[src/rtl/coherence_ctrl.sv]
// -----------------------------------------------------------------------------
// coherence_ctrl
//
// Bus/coherence controller shared by two cores. It owns the single RAM port
// and serialises every icache fetch, dcache write-back, snooped read miss
// (cache-to-cache or RAM fill) and S->M invalidate onto it, one transaction
// at a time.
//
// Ports
//   CLK, nRST           clock (rising edge) and asynchronous active-low reset
//   iREN, iaddr         per-core instruction fetch request / word address
//   iwait, iload        per-core fetch stall (low on completing cycle) / word
//   dREN, dWEN          per-core data read / write request
//   daddr, dstore       per-core data address / store data
//   dwait, dload        per-core data stall (low on completing cycle) / word
//   cctrans, ccwrite    per-core coherence transaction flag / wants-or-holds M
//   ccwait, ccinv       per-core snoop stall / invalidate
//   ccsnoopaddr         per-core snooped address
//   ramREN, ramWEN      RAM read / write strobe
//   ramaddr, ramstore   RAM address / write data
//   ramload, ramstate   RAM read data / status (FREE, BUSY, ACCESS, ERROR)
//
// Outputs are decoded from the registered FSM state and the live ramstate so
// a core sees its completion in the same cycle the RAM reports ACCESS. Since
// IDLE decodes to the default output set, the asynchronous reset of the state
// register drives every output to its default immediately.
// -----------------------------------------------------------------------------
module coherence_ctrl (
  input  logic        CLK,
  input  logic        nRST,
  // instruction side
  input  logic [1:0]  iREN,
  input  logic [31:0] iaddr       [1:0],
  output logic [1:0]  iwait,
  output logic [31:0] iload       [1:0],
  // data side
  input  logic [1:0]  dREN,
  input  logic [1:0]  dWEN,
  input  logic [31:0] daddr       [1:0],
  input  logic [31:0] dstore      [1:0],
  output logic [1:0]  dwait,
  output logic [31:0] dload       [1:0],
  // coherence
  input  logic [1:0]  cctrans,
  input  logic [1:0]  ccwrite,
  output logic [1:0]  ccwait,
  output logic [1:0]  ccinv,
  output logic [31:0] ccsnoopaddr [1:0],
  // RAM
  output logic        ramREN,
  output logic        ramWEN,
  output logic [31:0] ramaddr,
  output logic [31:0] ramstore,
  input  logic [31:0] ramload,
  input  logic [1:0]  ramstate
);

  typedef enum logic [2:0] {
    IDLE   = 3'd0,
    IFETCH = 3'd1,
    DWRITE = 3'd2,
    SNOOP  = 3'd3,
    C2C    = 3'd4,
    RAMLD  = 3'd5,
    INVAL  = 3'd6
  } state_t;

  localparam logic [1:0] RAM_ACCESS = 2'd2;

  state_t state_r;
  logic   gnt_r;    // core owning the current transaction
  logic   drr_r;    // data round-robin pointer: core preferred on a tie
  logic   irr_r;    // instruction round-robin pointer
  logic   wcnt_r;   // words completed in the current block transfer

  logic       oth_s;     // the core not owning the transaction
  logic       access_s;  // RAM completes a word this cycle
  logic [1:0] dreq_s;    // per-core data-side request
  logic       dgnt_s;    // data arbitration winner in IDLE
  logic       ignt_s;    // instruction arbitration winner in IDLE
  logic       abort_s;   // owner withdrew every request signal
  logic       snoop_s;   // snoop signals toward the other core are live

  assign oth_s    = ~gnt_r;
  assign access_s = (ramstate == RAM_ACCESS);
  assign dreq_s   = dREN | dWEN | cctrans;

  // Round-robin arbitration: on a tie the pointer's core wins, otherwise the
  // only requester wins.
  always_comb begin
    dgnt_s = 1'b0;
    ignt_s = 1'b0;
    if (dreq_s == 2'b11) begin
      dgnt_s = drr_r;
    end else begin
      dgnt_s = dreq_s[1];
    end
    if (iREN == 2'b11) begin
      ignt_s = irr_r;
    end else begin
      ignt_s = iREN[1];
    end
  end

  // Abort detection: the owner dropped every request signal relevant to the
  // transaction type, so the transaction is abandoned without a word.
  always_comb begin
    abort_s = 1'b0;
    case (state_r)
      IFETCH:                          abort_s = ~iREN[gnt_r];
      DWRITE, SNOOP, C2C, RAMLD, INVAL: abort_s = ~dreq_s[gnt_r];
      default:                         abort_s = 1'b0;
    endcase
  end

  // Snoop signals stay asserted on the other core from SNOOP until the block
  // transfer ends, so it cannot start its own transaction meanwhile.
  always_comb begin
    snoop_s = 1'b0;
    if ((state_r == SNOOP) || (state_r == C2C) || (state_r == RAMLD)) begin
      snoop_s = ~abort_s;
    end else begin
      snoop_s = 1'b0;
    end
  end

  // Controller FSM: arbitration, transaction sequencing and word counting.
  always_ff @(posedge CLK or negedge nRST) begin
    if (!nRST) begin
      state_r <= IDLE;
      gnt_r   <= 1'b0;
      drr_r   <= 1'b0;
      irr_r   <= 1'b0;
      wcnt_r  <= 1'b0;
    end else begin
      case (state_r)
        IDLE: begin
          if (|dreq_s) begin
            // Data requests take priority over instruction fetches.
            gnt_r <= dgnt_s;
            if (dgnt_s == drr_r) begin
              drr_r <= ~drr_r;
            end
            if (dWEN[dgnt_s] && !cctrans[dgnt_s]) begin
              state_r <= DWRITE;
            end else if (dREN[dgnt_s]) begin
              state_r <= SNOOP;
              wcnt_r  <= 1'b0;
            end else if (cctrans[dgnt_s] && ccwrite[dgnt_s]) begin
              state_r <= INVAL;     // S->M upgrade, no data moves
            end else if (dWEN[dgnt_s]) begin
              state_r <= DWRITE;
            end else begin
              state_r <= IDLE;      // bare cctrans: nothing to do
            end
          end else if (|iREN) begin
            gnt_r   <= ignt_s;
            state_r <= IFETCH;
            if (ignt_s == irr_r) begin
              irr_r <= ~irr_r;
            end
          end else begin
            state_r <= IDLE;
          end
        end
        IFETCH, DWRITE: begin
          if (abort_s || access_s) begin
            state_r <= IDLE;
          end else begin
            state_r <= state_r;
          end
        end
        SNOOP: begin
          // The snooped core answers within this single cycle.
          if (abort_s) begin
            state_r <= IDLE;
          end else if (cctrans[oth_s] && ccwrite[oth_s]) begin
            state_r <= C2C;
          end else begin
            state_r <= RAMLD;
          end
        end
        C2C, RAMLD: begin
          if (abort_s) begin
            state_r <= IDLE;
          end else if (access_s) begin
            wcnt_r <= ~wcnt_r;
            if (wcnt_r) begin
              state_r <= IDLE;      // second word of the block done
            end else begin
              state_r <= state_r;
            end
          end else begin
            state_r <= state_r;
          end
        end
        INVAL: begin
          state_r <= IDLE;
        end
        default: begin
          state_r <= IDLE;
        end
      endcase
    end
  end

  // Output decode: defaults first, then the current state's drive. Any
  // ramstate other than ACCESS simply holds the state's outputs.
  always_comb begin
    iwait    = 2'b11;
    dwait    = 2'b11;
    ccwait   = 2'b00;
    ccinv    = 2'b00;
    ramREN   = 1'b0;
    ramWEN   = 1'b0;
    ramaddr  = 32'h0000_0000;
    ramstore = 32'h0000_0000;
    for (int c = 0; c < 2; c++) begin
      iload[c]       = 32'h0000_0000;
      dload[c]       = 32'h0000_0000;
      ccsnoopaddr[c] = 32'h0000_0000;
    end

    case (state_r)
      IDLE: begin
        ramREN = 1'b0;
      end
      IFETCH: begin
        if (!abort_s) begin
          ramREN  = 1'b1;
          ramaddr = iaddr[gnt_r];
          if (access_s) begin
            iwait[gnt_r] = 1'b0;
            iload[gnt_r] = ramload;
          end else begin
            iwait[gnt_r] = 1'b1;
          end
        end else begin
          ramREN = 1'b0;
        end
      end
      DWRITE: begin
        if (!abort_s) begin
          ramWEN   = 1'b1;
          ramaddr  = daddr[gnt_r];
          ramstore = dstore[gnt_r];
          if (access_s) begin
            dwait[gnt_r] = 1'b0;
          end else begin
            dwait[gnt_r] = 1'b1;
          end
        end else begin
          ramWEN = 1'b0;
        end
      end
      SNOOP: begin
        ramREN = 1'b0;
      end
      C2C: begin
        // Owner of the modified line writes it back to RAM while the
        // requester takes the same word straight off the store bus.
        if (!abort_s) begin
          ramWEN       = 1'b1;
          ramaddr      = daddr[oth_s];
          ramstore     = dstore[oth_s];
          dload[gnt_r] = dstore[oth_s];
          if (access_s) begin
            dwait = 2'b00;
          end else begin
            dwait = 2'b11;
          end
        end else begin
          ramWEN = 1'b0;
        end
      end
      RAMLD: begin
        if (!abort_s) begin
          ramREN  = 1'b1;
          ramaddr = daddr[gnt_r];
          if (access_s) begin
            dwait[gnt_r] = 1'b0;
            dload[gnt_r] = ramload;
          end else begin
            dwait[gnt_r] = 1'b1;
          end
        end else begin
          ramREN = 1'b0;
        end
      end
      INVAL: begin
        if (!abort_s) begin
          ccwait[oth_s]      = 1'b1;
          ccinv[oth_s]       = 1'b1;
          ccsnoopaddr[oth_s] = daddr[gnt_r];
        end else begin
          ccwait[oth_s] = 1'b0;
        end
      end
      default: begin
        ramREN = 1'b0;
      end
    endcase

    if (snoop_s) begin
      ccwait[oth_s]      = 1'b1;
      ccsnoopaddr[oth_s] = daddr[gnt_r];
      ccinv[oth_s]       = ccwrite[gnt_r];
    end else begin
      ccwait[oth_s] = ccwait[oth_s];
    end
  end

endmodule

[config.mk]
export PLATFORM = sky130hd
export DESIGN_NAME = coherence_ctrl
export DESIGN_NICKNAME = d
export VERILOG_FILES = /design/src/rtl/coherence_ctrl.sv
export SDC_FILE = /design/constraint.sdc
export NUM_CORES = 1
export LEC_CHECK = 0
export BUFFER_PORTS_ARGS = -buffer_cell sky130_fd_sc_hd__buf_2
export CAP_MARGIN = 40
export CORE_AREA = 2 2 198 200
export DETAILED_ROUTE_END_ITERATION = 8
export DIE_AREA = 0 0 200 202
export GPL_TIMING_DRIVEN = 1
export MAX_ROUTING_LAYER = met4
export PLACE_DENSITY = 0.45
export SYNTH_ARGS = -nofsm -noshare
export SYNTH_HDL_FRONTEND = slang
export SYNTH_SLANG_ARGS = --single-unit
[constraint.sdc]
create_clock -name CLK -period 4.9 [get_ports CLK]
set_clock_uncertainty 0.15 [all_clocks]
set_input_delay 0 -clock CLK [delete_from_list [all_inputs] [get_ports CLK]]
set_output_delay 0 -clock CLK [all_outputs]
set_load 0.02 [all_outputs]
# Yosys cells after proc, flatten, opt, wreduce, memory -nomap -nowiden

Cells that the tools add are included.

Word-level logic and storage cells: 163
Flip-flop bits (word level): 7

Equal/unequal tests: 19
Reductions and logical operators: 25
Bitwise logic cells: 15
Muxes and demuxes: 94
$lt $le $gt $ge: 5

Operator list:

| operator                                                             | count |
|---|---|
| 32-bit 2-to-1 mux                                                    | 17 |
| 64-bit 2-to-1 mux                                                    | 7 |
| 64-bit bitwise AND                                                   | 3 |
| 64-bit one-hot mux with 2 select lines                               | 1 |
| 32-bit one-hot mux with 3 select lines                               | 1 |
| 64-bit bitwise mux                                                   | 1 |
| 32-bit demux with 1-bit select                                       | 2 |
| 32-bit one-hot mux with 2 select lines                               | 1 |
| 1-bit 2-to-1 mux                                                     | 37 |
| 3-bit 2-to-1 mux                                                     | 9 |
| 2-bit 2-to-1 mux                                                     | 10 |
| 2-bit OR reduction                                                   | 7 |
| 2-bit inequality test, second input constant                         | 6 |
| 3-bit one-hot mux with 4 select lines                                | 1 |
| 3-bit == test, second input constant                                 | 3 |
| 1-bit inverter                                                       | 8 |
| 2-bit == test, second input constant                                 | 3 |
| 3-bit by 2-bit == test with 1-bit output, second input constant      | 2 |
| 1-bit by 2-bit < comparator with 1-bit output, second input constant | 3 |
| 3-bit inequality test, second input constant                         | 2 |
| 2-bit bitwise OR                                                     | 3 |
| 3-bit AND reduction                                                  | 2 |
| 6-bit AND reduction                                                  | 1 |
| 1-bit logical AND                                                    | 5 |
| other kinds (15)                                                     | 23 |

# Longest topological paths before layout

Depth after elaboration: 12
Mapped depth: 7
Mapped depth without buffers: 4

# Least setup slack after synthesis

Ideal clock, no wire load.

Path type: reg2out
Start point: reg state_r[1]
End point: out ramstore[10]
Stages on the path, launching flop included: 7
Slack: 2.830 ns
Data required time: 4.750 ns
Arrival time: 1.920 ns
Cell sequence: dfrtp_1 > buf_4 > nor3b_2 > buf_2 > clkbuf_1 > a221oi_1 > nor3_1

Word-level cells in the longest chain between the ends: 5
Elaborated cells on any way between the ends: 11

RTL lines:

| element                                                                | RTL line | text |
|---|---|---|
| start: declaration                                                     | 70       | `state_t state_r;` |
| start signal: assignment                                               | 170      | `state_r <= state_r;` |
| start signal: assignment                                               | 191      | `state_r <= state_r;` |
| start signal: assignment                                               | 194      | `state_r <= state_r;` |
| 3-bit by 2-bit == test with 1-bit output, or another cell as far along | 109      | `case (state_r)` |
| 5-bit OR reduction                                                     | 109      |  |
| 1-bit one-hot mux with 2 select lines                                  | 109      |  |
| 32-bit 2-to-1 mux (on tied branches)                                   | 262, 243 |  |
| 32-bit one-hot mux with 2 select lines (*)                             | 224      | `case (state_r)` |
| end: declaration                                                       | 53       | `output logic [31:0] ramstore,` |

Mark *: on every way between the ends. The rest lies on a longest branch, timed or not.

==> flow_summary.yaml <==
clock_network:
  cts-root-buf: "clkbuf_16"
  numCtsBuffers: 3
  htreeDepth: 1
  cts_resized: 0
  clock_path_buffers: 2
  cts_sinks: 7
  clock_latency_ns: 0.23
  cts_tree: "done"
  post_cts_buffers: 0
  clk_pin_slew_worst_paths_ns: 0.04
synthesis:
  synth_top_family_by_area: "compound AO/OA/AOI/OAI gates"
  synth_top_flop_cell: "dfrtp_1"
  yosys_warnings: 0
  synth_top_area_frac: 0.197
  syn-num-nets: 805
  yosys.area_share.simple: 0.355
  synth_adder_area_share: 0
  syn_area_per_cell_um2: 7.17
  synth.top_cells.by_area: "and2_1 20%, a221oi_1 14%, a22o_1 14%, mux2i_1 8.4%, a221o_1 7.9%"
  synthMuxAreaShare: 0.0893
  synthCells: 567
  synth-xor-area-share: 0.00215
  synth_area_mm2: 0.00407
  synth_top_area_cell: "and2_1"
  synth_common_cells: "128 x and2_1, 65 x a221oi_1, 64 x a22o_1"
  async_flop_share: 1.00
  yosysMostFrequentCell: "and2_1"
  synth_compound_area_frac: 0.416
  ys_seq_area_frac: 0.0431
  synth-seq-cells: 7
  yosysUniqueCellTypes: 51
  synth-edff-count: 0
floorplan:
  rows: 72
  fp.dieArea_mm2: 0.0404
  die_height_um: 202
  start_util: 0.106
  fp.coreArea_mm2: 0.0383
  dieWidth_um: 200
  ios: 504
sta:
  fin_ws_ns: 1.49
  tightest_slew_ns: 0.876
  fin_tns_setup_ns: 0
  setup_viol: 0
  fin_crit_ns: 3.41
  hold_violations: 0
  max_freq_mhz: 293
  slew_violations: 0
  slew_headroom: 0.413
  rsz0062_at_grt: "false"
  finalCritPeriodShare: 0.696
grt:
  antenna_found_initial: 11
  grt_pass1_wl_um: 42100
  grt_pass1_vias: 6467
  grt_max_degree: 51
  grt-ovfl-total: 0
  grt_use_total: 0.144
critical_path:
  slowest_stage: "dfrtp_4"
  required_ns: 4.75
  slowest_delay_ns: 0.93
  critPathKind: "reg -> out"
  worst-path-max-fanout: 50
  path_buf_inv: 2
  worstSetupStartpointType: "flip-flop"
  crit_family: "simple AND/OR/NAND/NOR gates"
  crit_chain: "mux2i_1 > or3_2 > nor3_4 > buf_4 > and2_1 > buf_2"
  endpoint_kind: "primary output"
  arrival_ns: 3.26
cells_and_area:
  area_growth_syn_to_layout_pct: 77.6
  post-route-util: 0.189
  nNetsFinal: 1263
  drive_gt1_frac: 0.531
detailed_routing:
  antenna_left: 0
  drtPass1Iterations: 5
  post_drt_wl_per_cell_um: 20.2
  vias_per_cell: 4.48
  vias: 6952
  drcViolationCount: 0
  drt_wl_total_um: 31300
  drt_iter0_markers: 366
pwr:
  power.density_mw_per_mm2: 500
  vdd_drop_max_mv: 0.192
  leakage_uw: 0.00390
status:
  outcome: "finished, final reports clean"
placed_design:
  io_buffer_count: 503
  dpl.hpwl_um: 26100
  pre_cts_slack_ns: 1.66
  gp_congestion: 0.873
run:
  drv_cap: 0
hold_path:
  hold_class: "in -> reg"
layout make-up:
cell class / instances / area (um^2)
multi-input combinational: 484 / 3560
antenna: 9 / 22.5
timing repair buffer: 522 / 2700
tap: 518 / 648
fill: 4401 / 31100
sequential: 7 / 179
inverter: 7 / 26.3
clock buffer: 4 / 78.8
state kept, by name, summed over array words and instances (netlist names):
name / cells
wcnt_r: 1
state_r: 3
irr_r: 1
drr_r: 1
gnt_r: 1
routing by layer:
layer,part of all wire,up-vias,global-route usage,routed length (um)
met4,0.031,0,0.0529,970
met5,0,-,-,0
met2,0.52,433,0.270,16200
li1,-,3151,-,-
met3,0.079,37,0.0225,2470
met1,0.37,3331,0.150,11700
worst paths after layout:
path | startpoint | end | slack [ns] | cells after the start
worst max-delay path | gnt_r | iload[38] | 1.49 | 6
worst min-delay path | iREN[0] | irr_r | 0.004 | 3
worst max register to register | gnt_r | state_r[2] | 1.95 | 4
worst min register to register | irr_r | irr_r | 0.34 | 1
max in group asynchronous | nRST | gnt_r | 3.77 | 3
min in group asynchronous | nRST | wcnt_r | 0.57 | 3
worst register-to-register path, delay by kind of cell (launching register included):
kind,cells,cell delay (ns)
flops,1,0.93
compound gates,2,0.53
simple gates,2,1.19
what timing repair did:
| item | 4_1_cts | 5_1_grt |
|---|---|---|
| endpoints found under the hold margin | 8 | 0 |
| endpoints found under the setup margin | 0 | 0 |
| hold buffers | 3 | 0 |
placed cells by master, fill, tap and decap left out, drive strengths merged, types with 4 or more instances in the layout:
cell	n
buf	519
and2	128
a221oi	65
a22o	64
nor3	42
nor2	40
mux2i	34
a221o	32
a21oi	12
nand2	10
diode	9
dfrtp	7
o21ai	6
or3	6
inv	6
nand2b	4
clkbuf	4
nor4	4
per-stage QoR:
stage	instances	hold WS (ns)	total power, uW	instance area, um^2
floorplan	567	-0.446	2310	4070
global route	1550	0.0248	3870	7220
finish	1551	0.00419	3610	7220
detailed placement	1535	-0.301	3500	7090
CTS	1542	0.00183	3650	7200
global placement	1534	-0.308	3470	7070
logic make-up after synthesis:
group | Yosys count
xor+xnor | 1
buf+inv | 76
flops | 7
mux | 36
simple gates | 249
compound gates | 198
power breakdown:
group	total (uW)	internal, uW	switching [uW]
Combinational	3220	1160	2070
Clock	142	108	33.2
Sequential	244	84.1	160
Total	3610	1350	2260
Power figures use the tool's default switching activity.
